File: config.mk
export PLATFORM = sky130hd
export DESIGN_NAME = scan_sel_gen
export DESIGN_NICKNAME = d
export VERILOG_FILES = /design/src/rtl/scan_sel_gen.sv
export SDC_FILE = /design/constraint.sdc
export NUM_CORES = 1
export LEC_CHECK = 0
export BUFFER_PORTS_ARGS = -buffer_cell sky130_fd_sc_hd__clkbuf_2
export CELL_PAD_IN_SITES_DETAIL_PLACEMENT = 1
export CELL_PAD_IN_SITES_GLOBAL_PLACEMENT = 2
export CORE_AREA = 2 2 57 59
export DETAILED_ROUTE_END_ITERATION = 10
export DIE_AREA = 0 0 59 61
export PLACE_DENSITY = 0.79
export SYNTH_ARGS = -nofsm -noshare
export SYNTH_HDL_FRONTEND = slang
export SYNTH_SLANG_ARGS = --single-unit
File: constraint.sdc
create_clock -name clk -period 1.75 [get_ports clk]
set_input_delay 0.175 -clock clk [delete_from_list [all_inputs] [get_ports clk]]
set_output_delay 0.175 -clock clk [all_outputs]
set_load 0.03 [all_outputs]
File: src/rtl/scan_sel_gen.sv
// Select sequencer for the 2-to-4 decoder stage: walks sel 0..3 with a per-slot
// dwell, optional blank gap, single-step and direct-load control.
module scan_sel_gen #(
  parameter int unsigned DWELL = 4,
  parameter int unsigned BLANK = 1,
  parameter int unsigned CNT_W = 8
) (
  input  logic       clk,
  input  logic       rst_n,
  input  logic       en,
  input  logic       step_mode,
  input  logic       step,
  input  logic       load,
  input  logic [1:0] load_sel,
  output logic       s1,
  output logic       s0,
  output logic       sel_valid,
  output logic       frame_done
);

  localparam logic [CNT_W-1:0] DWELL_LAST = CNT_W'(DWELL - 32'd1);
  localparam logic [CNT_W-1:0] BLANK_LAST = CNT_W'((BLANK == 0) ? 32'd0 : BLANK - 32'd1);
  localparam bit               HAS_GAP    = (BLANK != 0);

  typedef enum logic [1:0] {
    IDLE   = 2'd0,
    ACTIVE = 2'd1,
    GAP    = 2'd2
  } state_t;

  state_t           state_q, state_d;
  logic [1:0]       sel_q, sel_d;
  logic [CNT_W-1:0] cnt_q, cnt_d;
  logic             valid_q;
  logic             fd_q, fd_d;
  logic             slot_end;

  // State and output registers; sel_valid is registered from the next state
  always_ff @(posedge clk or negedge rst_n) begin
    if (!rst_n) begin
      state_q <= IDLE;
      sel_q   <= 2'b00;
      cnt_q   <= '0;
      valid_q <= 1'b0;
      fd_q    <= 1'b0;
    end else begin
      state_q <= state_d;
      sel_q   <= sel_d;
      cnt_q   <= cnt_d;
      valid_q <= (state_d == ACTIVE);
      fd_q    <= fd_d;
    end
  end

  // Next-state: load beats disable, disable beats slot sequencing
  always_comb begin
    state_d  = state_q;
    sel_d    = sel_q;
    cnt_d    = cnt_q;
    fd_d     = 1'b0;
    slot_end = step_mode ? step : (cnt_q == DWELL_LAST);

    if (load) begin
      sel_d   = load_sel;
      cnt_d   = '0;
      state_d = en ? ACTIVE : IDLE;
    end else if (!en) begin
      state_d = IDLE;
      cnt_d   = '0;
    end else begin
      unique case (state_q)
        IDLE: begin
          state_d = ACTIVE;
          cnt_d   = '0;
        end
        ACTIVE: begin
          if (slot_end) begin
            cnt_d = '0;
            if (HAS_GAP) begin
              state_d = GAP;
            end else begin
              sel_d = sel_q + 2'd1;
              fd_d  = (sel_q == 2'd3);
            end
          end else if (!step_mode) begin
            cnt_d = cnt_q + CNT_W'(1);
          end
        end
        GAP: begin
          if (cnt_q == BLANK_LAST) begin
            sel_d   = sel_q + 2'd1;
            cnt_d   = '0;
            state_d = ACTIVE;
            fd_d    = (sel_q == 2'd3);
          end else begin
            cnt_d = cnt_q + CNT_W'(1);
          end
        end
        default: begin
          state_d = IDLE;
          cnt_d   = '0;
        end
      endcase
    end
  end

  assign s1         = sel_q[1];
  assign s0         = sel_q[0];
  assign sel_valid  = valid_q;
  assign frame_done = fd_q;

endmodule

== After elaboration in Yosys (flattened, before gate mapping) ==
Index checks and enable logic that the tools add are counted.
Storage, ports and cells
  bits of input ports: 8
  logic and storage cells: 40
  memory bits (read-only): 0
  bits in latches: 0
  bits in registers: 14
  RAM bits: 0
  memories kept: 0
  output and inout port bits: 4
Cells by class
  divide/modulo/power cells: 0
  order comparisons: 0
  equality and inequality tests: 6
  multipliers: 0
  reduce and logical (&&, ||, !) cells: 6
  muxes and demuxes: 21
  shifts and indexed selects: 0
  bitwise operators: 0
  add/subtract/negate cells: 2
Operators with widths (number)
  $mux 8: 5
  $mux 2: 8
  $pmux 8 s2: 1
  $add 8x1->8 const B: 1
  $eq 8x2->1 const B: 1
  $logic_not 8->1: 1
  $mux 1: 6
  $pmux 2 s3: 1
  $reduce_bool 2->1: 3
  $ne 5x5->1 const B: 1
  $eq 2x1->1 const B: 2
  $eq 2x2->1 const B: 2
  $reduce_and 3->1: 1
  $add 2x1->2 const B: 1
  $logic_not 2->1: 1

== Logic depth before layout (Yosys ltp) ==
Gate-level depths: netlist of run 1.
  depth in word-level cells: 7
  gate-level depth with buffers: 7
  depth with buffers taken out: 7

== Worst setup path before layout of run 1 ==
Ideal clock, no wire load.
  kind: register to register
  from: register cnt_q[4]
  to: register cnt_q[4]
  period minus slack after synthesis: 1843 ps
  slack: -93 ps
  stages on the path, launching flop included: 6
  library setup time: 128 ps
  arrival: 1715 ps
  path buffers: 0
  required time: 1622 ps
  cells stage by stage: dfrtp_1 -> or4_4 -> nor4b_4 -> o22ai_2 -> a31oi_1 -> o31ai_1
Between the ends
  word-level cells in the longest chain between the ends: 6
  elaborated cells between the ends (all ways): 11
  those cells by class: add/sub: 1; eq/ne: 2; mux: 7; reduce/logical: 1
RTL lines
  start, declared: RTL line 33  | logic [CNT_W-1:0] cnt_q, cnt_d;
  start signal, assigned: RTL line 49  | cnt_q <= cnt_d;
  $add 8x1->8 / $eq 8x2->1 (equally long branches): RTL line 86, 96, 61
  $mux 8 / $mux 1 (equally long branches): RTL line 85, 61
  $mux 8: RTL line 77  | if (slot_end) begin
  $pmux 8 s2: RTL line 71  | unique case (state_q)
  $mux 8: RTL line 67  | end else if (!en) begin
  $mux 8: RTL line 63  | if (load) begin
Several ways; a longest one is shown, not always the timed one. The select of a mux whose other input is x is not followed.
A chain may end at the register's enable or synchronous reset.

== Worst setup path in the final report of run 1 ==
  from: register cnt_q[4]
  to: register cnt_q[2]
Between the ends
  word-level cells in the longest chain between the ends: 6
  elaborated cells between the ends (all ways): 9
  those cells by class: eq/ne: 2; mux: 6; reduce/logical: 1
RTL lines
  $eq 8x2->1: RTL line 61  | slot_end = step_mode ? step : (cnt_q == DWELL_LAST);
  $mux 1: RTL line 61
  $mux 8: RTL line 77
  $pmux 8 s2: RTL line 71
  $mux 8: RTL line 67
  $mux 8: RTL line 63
Several ways; a longest one is shown, not always the timed one.

==> flow_summary.toml, run 1 <==
[grt]
grt_pass1_vias = 907
grt_antenna_before_repair = 0
grt.overflow.total = 0
first_pass_grt_wire_length_um = 4133
gr-usage-all-layers = 0.1593
grt_max_degree = 15

[placed_design]
gp_congestion = 0.7835
io_buffers = 11
detailed_placement_wirelength_estimate_um = 1784
place_area_mm2 = 0.001097

[layout]
final_net_count = 145
postLayoutCoreUtil = 0.4169
syn_to_final_growth_pct = 42.82
sequential_cell_area_um2 = 350.3
layout-drive-gt1-share = 0.3984
design_area_mm2 = 0.001231
multi_input_comb_area_um2 = 560.5
num-fill-cells = 363
antennaDiodeCount = 0

[worst_hold_path]
worst_hold_path.num_cells = 3
hold_path_startpoint = "load_sel[1]"
holdPathEnd = "sel_q[1]"
hp-class = "input pin to flop"

[setup_path]
crit_family = "simple AND/OR/NAND/NOR gates"
critical_path_arrival_ps = 2020
worst_reg2reg_path_depth = 6
timing.critical_path.required_ps = 1910
timing.critical_path.slowest_cell_delay_ps = 570
reg2reg_setup_slack_ps = -110
worstPathMaxFanout = 6
worst-path-buf-inv = 1
worst_r2r_startpoint = "cnt_q[4]"
worst_flop_to_flop_path_endpoint = "cnt_q[2]"
timing.critical_path.cells = "or4_4 -> nor4b_4 -> buf_6 -> o22ai_2 -> a31oi_1 -> a31oi_1"
cp_slowest_cell = "sky130_fd_sc_hd__or4_4"
cp-end-kind = "flop"
setup.worst_path.class = "flop to flop"
worst_path_most_repeated_cell = "sky130_fd_sc_hd__a31oi_1"
startpoint_type = "flop"

[sta]
rsz0062_at_grt = "yes"
post-route-min-period_ps = 1859
max_clock_freq_mhz = 538.0
fin_worst_skew_ps = 1.414
finalSetupTns_ps = -857.8
fin_crit_sh = 1.062
final_hold_violating_endpoints = 0
max_slew_headroom = 0.7535
tightest_slew_ps = 369.7
final_critical_path_setup_slack_ps = -108.6
timing.final.setup_violations = 12
timing.final.max_slew_violations = 0

[synthesis]
syn-instance-count = 92
netlist_top_cells_count = "sky130_fd_sc_hd__dfrtp_1 (14), sky130_fd_sc_hd__nand2_1 (9), sky130_fd_sc_hd__inv_1 (8)"
synth.largest_area_cell = "sky130_fd_sc_hd__dfrtp_1"
synth_top_area_share = 0.4064
ys_dominant_reg_cell = "sky130_fd_sc_hd__dfrtp_1"
synth.yosys.warnings = 0
register_area_share_after_synthesis = 0.4064
top_count_cell_post_synth = "sky130_fd_sc_hd__dfrtp_1"
synth.area.top_cells = "sky130_fd_sc_hd__dfrtp_1 (41%), sky130_fd_sc_hd__ha_1 (10%), sky130_fd_sc_hd__nand3_1 (4.1%)"
synth_edf_count = 0
number_of_distinct_library_cells_after_synthesis = 33
synth.avg_cell_area_um2 = 9.370
synth_async_sr_flop_share = 1.000
synth-seq-cells = 14
post_synthesis_cell_area_um2 = 862.1
mappedNetlistNets = 107

[route]
drt-total-wl_um = 2395
post_drt_wl_per_cell_um = 14.88
detail_route.drc_violations = 0
route.vias.total = 854
drt-initial-drc-count = 19
drt_pre_antenna_iters = 4
via_per_inst = 5.304
detail-route-antenna-nets = 0

[cts]
clk_transition_reported_paths_ps = 90
cts.sink_count = 14
numCtsBuffers = 3
clockRootBuffer = "sky130_fd_sc_hd__clkbuf_4"
clock_path_buffers = 2
clock_latency_reported_for_the_late_side_of_the_worst_skew_pair_ps = 290
tritoncts = "yes"
htree_levels = 1

[floorplanning]
dieArea_mm2 = 0.003599
fp-row-count = 20
initial_utilization = 0.2919
dieWidth_um = 59
design.core.area_mm2 = 0.002953
pin_count = 12
fp.dieH_um = 61

[pwr]
vdd_ir_drop_max_mv = 0.1532
fin_total_pwr_w = 0.0006306
power_per_cell_area_mw_per_mm2 = 512.2
leakage_nw = 0.5434

[status]
run_status = "finished with violations"
failed_checks = "negative setup slack"

[job]
max-cap-violations = 0
## final cells by class
class,count,area share
multi-input cells,70,0.4553
flip-flops and latches,14,0.2846
repair buffers,33,0.1839
well taps,33,0.03354
inverters,8,0.02439
clock buffers,3,0.01829
## how the worst max path moves through the flow
stage / depth (start not counted) / start / endpoint
global route: 6 / cnt_q[4] / cnt_q[2]
floorplan: 5 / cnt_q[4] / sel_q[0]
detailed placement: 6 / cnt_q[4] / cnt_q[4]
global placement: 6 / cnt_q[5] / sel_q[1]
CTS: 6 / cnt_q[4] / cnt_q[6]
finish: 6 / cnt_q[4] / cnt_q[2]
## where the power goes
part / internal (W) / switching, W / leakage, nW
registers: 0.000332 / 0.00000772 / 0.188
logic: 0.0000406 / 0.0000599 / 0.341
clock network: 0.0000801 / 0.000110 / 0.0138
## sequential cells by signal (all words and copies together), names as in the netlist
| register | count |
|---|---|
| frame_done | 1 |
| sel_valid | 1 |
| state_q | 2 |
| cnt_q | 8 |
| sel_q | 2 |
## cell families after synthesis
family                     after synthesis  share of synthesized area
AOI/OAI and AO/OA                       22                     0.1655
xor gates and xnor gates                 1                    0.01016
adders and majority gates                7                     0.1016
buffers and inverters                    9                    0.03918
DFF                                     14                     0.4064
muxes                                    1                    0.01161
and+or+nand+nor                         38                     0.2656
## cell usage in the layout, fill, tap and decap left out, types with 3 or more instances in the layout
cell	instances
sky130_fd_sc_hd__a31oi_1	4
sky130_fd_sc_hd__inv_1	8
sky130_fd_sc_hd__o21ai_1	5
sky130_fd_sc_hd__clkbuf_4	3
sky130_fd_sc_hd__buf_4	20
sky130_fd_sc_hd__dfrtp_1	14
sky130_fd_sc_hd__nand3_1	5
sky130_fd_sc_hd__nand2_1	9
sky130_fd_sc_hd__clkbuf_2	11
sky130_fd_sc_hd__nand2b_1	4
sky130_fd_sc_hd__ha_1	7
## what timing repair did
item,CTS,global route
pin swaps,6,4
hold buffers,1,0
endpoints found under the hold margin,14,0
endpoints found under the setup margin,12,13
gates cloned,1,0
buffers inserted,2,1
gates resized for setup,7,7
## metrics by stage
| step | cells | setup slack (ps) | hold WS [ps] |
|---|---|---|---|
| floorplan | 92 | -69.82 | -120.6 |
| global placement | 153 | -42.25 | 102.0 |
| detailed placement | 153 | -113.6 | 108.5 |
| CTS | 160 | -97.62 | 108.4 |
| global route | 161 | -214.3 | 128.1 |
| finish | 161 | -108.6 | 106.6 |
## worst register-to-register path, stage by stage, from the launching register on
cell	delay (ps)
sky130_fd_sc_hd__dfrtp_1	400
sky130_fd_sc_hd__or4_4	570
sky130_fd_sc_hd__nor4b_4	240
sky130_fd_sc_hd__buf_6	170
sky130_fd_sc_hd__o22ai_2	140
sky130_fd_sc_hd__a31oi_1	170
sky130_fd_sc_hd__a31oi_1	60
## per-layer routing
metal  up-vias  track usage  part of all wire
met4         0      0.09416             0.027
met2        15       0.2873              0.51
met5         -            0                 0
met3         7      0.04051             0.026
met1       422       0.1673              0.44
li1        410            -                 -
No activity file was read; power rests on OpenSTA's default activity.
==> inputs of run 2 (changes only) <==
- SETUP_SLACK_MARGIN: not set -> 0.3
- TNS_END_PERCENT: not set -> 10
==> run 2 against run 1 <==
The run still ends with negative setup slack left; largest cell class unchanged; global-route usage down 0.89 points; non-clock buffer count unchanged; cell count unchanged; maximum frequency down 3.5%; final area down 1.6%; wire length up 5.3%.
==> flow_summary.toml, run 2 (synthesis gave the netlist of run 1 again) <==
[route]
via_per_inst = 5.460
drt-initial-drc-count = 40
post_drt_wl_per_cell_um = 15.66
drt-total-wl_um = 2521
route.vias.total = 879
detail-route-antenna-nets = 0
detail_route.drc_violations = 0
drt_pre_antenna_iters = 4

[pwr]
vdd_ir_drop_max_mv = 0.3311
fin_total_pwr_w = 0.0006364
leakage_nw = 0.5368
power_per_cell_area_mw_per_mm2 = 525.5

[grt]
grt_max_degree = 15
grt_antenna_before_repair = 0
gr-usage-all-layers = 0.1504
grt.overflow.total = 0
grt_pass1_vias = 903
first_pass_grt_wire_length_um = 4043

[setup_path]
startpoint_type = "flop"
timing.critical_path.required_ps = 1910
cp-end-kind = "flop"
worstPathMaxFanout = 5
setup.worst_path.class = "flop to flop"
critical_path_arrival_ps = 2090
worst_reg2reg_path_depth = 6

[layout]
syn_to_final_growth_pct = 40.49
num-fill-cells = 362
largest_register_ffs = 8
mostFrequentLayoutCell = "sky130_fd_sc_hd__buf_4"
top_register = "cnt_q"
largest_registers = "cnt_q x8, sel_q x2, state_q x2"
final_net_count = 145
design_area_mm2 = 0.001211
antennaDiodeCount = 0
sequential_cell_area_um2 = 350.3
layout-drive-gt1-share = 0.3828
multi_input_comb_area_um2 = 540.5
layout.cells.most_common_list = "sky130_fd_sc_hd__buf_4 (20), sky130_fd_sc_hd__dfrtp_1 (14), sky130_fd_sc_hd__clkbuf_2 (11)"
postLayoutCoreUtil = 0.4102

[status]
failed_checks = "negative setup slack"
run_status = "finished with violations"

[worst_hold_path]
hp-class = "input pin to flop"
worst_hold_path.num_cells = 3

[placed_design]
detailed_placement_wirelength_estimate_um = 1758
dp_worst_setup_slack_ps = -177.8
place_area_mm2 = 0.001082
io_buffers = 11
gp_congestion = 0.8355

[sta]
final_hold_violating_endpoints = 0
timing.final.max_slew_violations = 0
finalSetupTns_ps = -1286
max_clock_freq_mhz = 519.3
final_critical_path_setup_slack_ps = -175.6
fin_crit_sh = 1.100
timing.final.setup_violations = 11
post-route-min-period_ps = 1926
fin_worst_skew_ps = 14.70
max_slew_headroom = 0.7482
tightest_slew_ps = 377.7
rsz0062_at_grt = "yes"

[floorplanning]
fp-row-count = 20
fp.dieH_um = 61
dieArea_mm2 = 0.003599
initial_utilization = 0.2919
dieWidth_um = 59
pin_count = 12
design.core.area_mm2 = 0.002953

[cts]
clockRootBuffer = "sky130_fd_sc_hd__clkbuf_4"
tritoncts = "yes"
clock_latency_reported_for_the_late_side_of_the_worst_skew_pair_ps = 290
htree_levels = 1
cts.sink_count = 14
numCtsBuffers = 3
clock_path_buffers = 2
clk_transition_reported_paths_ps = 100

[job]
max-cap-violations = 0
==> run 2: cell type report <==
| cell class | instances | share of cell area |
|---|---|---|
| Clock buffer | 3 | 0.01860 |
| Inverter | 8 | 0.02479 |
| Multi-Input combinational cell | 70 | 0.4463 |
| Sequential cell | 14 | 0.2893 |
| Tap cell | 33 | 0.03409 |
| Timing Repair Buffer | 33 | 0.1870 |
==> run 2: what timing repair did <==
action | CTS | global route
buffers inserted | 1 | 3
endpoints found under the hold margin | 14 | 0
gates resized for setup | 4 | 8
pin swaps | 6 | 5
endpoints found under the setup margin | 14 | 14
hold buffers | 1 | 0
cloned | 0 | 1
==> run 2: worst max-delay path: stages, from the launching register on <==
cell and delay [ps]:
sky130_fd_sc_hd__dfrtp_1 380, sky130_fd_sc_hd__or4_4 560, sky130_fd_sc_hd__nor4b_4 260, sky130_fd_sc_hd__buf_4 200, sky130_fd_sc_hd__o22ai_4 110, sky130_fd_sc_hd__a31oi_1 200, sky130_fd_sc_hd__o31ai_1 100
==> run 2: power by group <==
group	internal, W	total [W]	leakage [nW]	switching [W]
combinational	0.0000410	0.000102	0.335	0.0000607
sequential	0.000332	0.000339	0.188	0.00000737
clock	0.0000800	0.000195	0.0138	0.000115
total	0.000453	0.000636	0.537	0.000183
==> run 2: final timing paths <==
kind | start | endpoint | slack, ps
worst min register to register | cnt_q[1] | cnt_q[1] | 600
max in group asynchronous | rst_n | cnt_q[3] | 1150
worst min-delay path | load_sel[0] | sel_q[0] | 100
worst max register to register | cnt_q[4] | cnt_q[4] | -180
worst max-delay path | cnt_q[4] | cnt_q[4] | -180
min in group asynchronous | rst_n | state_q[0] | 320
==> run 2: metrics by stage <==
step	hold slack, ps	instances
6_report	96.08	161
5_1_grt	120.0	161
4_1_cts	101.2	157
3_5_place_dp	114.0	152
3_3_place_gp	106.5	152
2_1_floorplan	-120.6	92
==> run 2: metal layers <==
metal	wire length (um)	vias up	share of wire	GRT usage
li1	-	410	-	-
met5	0	-	0	0
met4	12	0	0.0048	0.04870
met3	61	4	0.024	0.04051
met1	1111	447	0.44	0.1754
met2	1335	18	0.53	0.2683
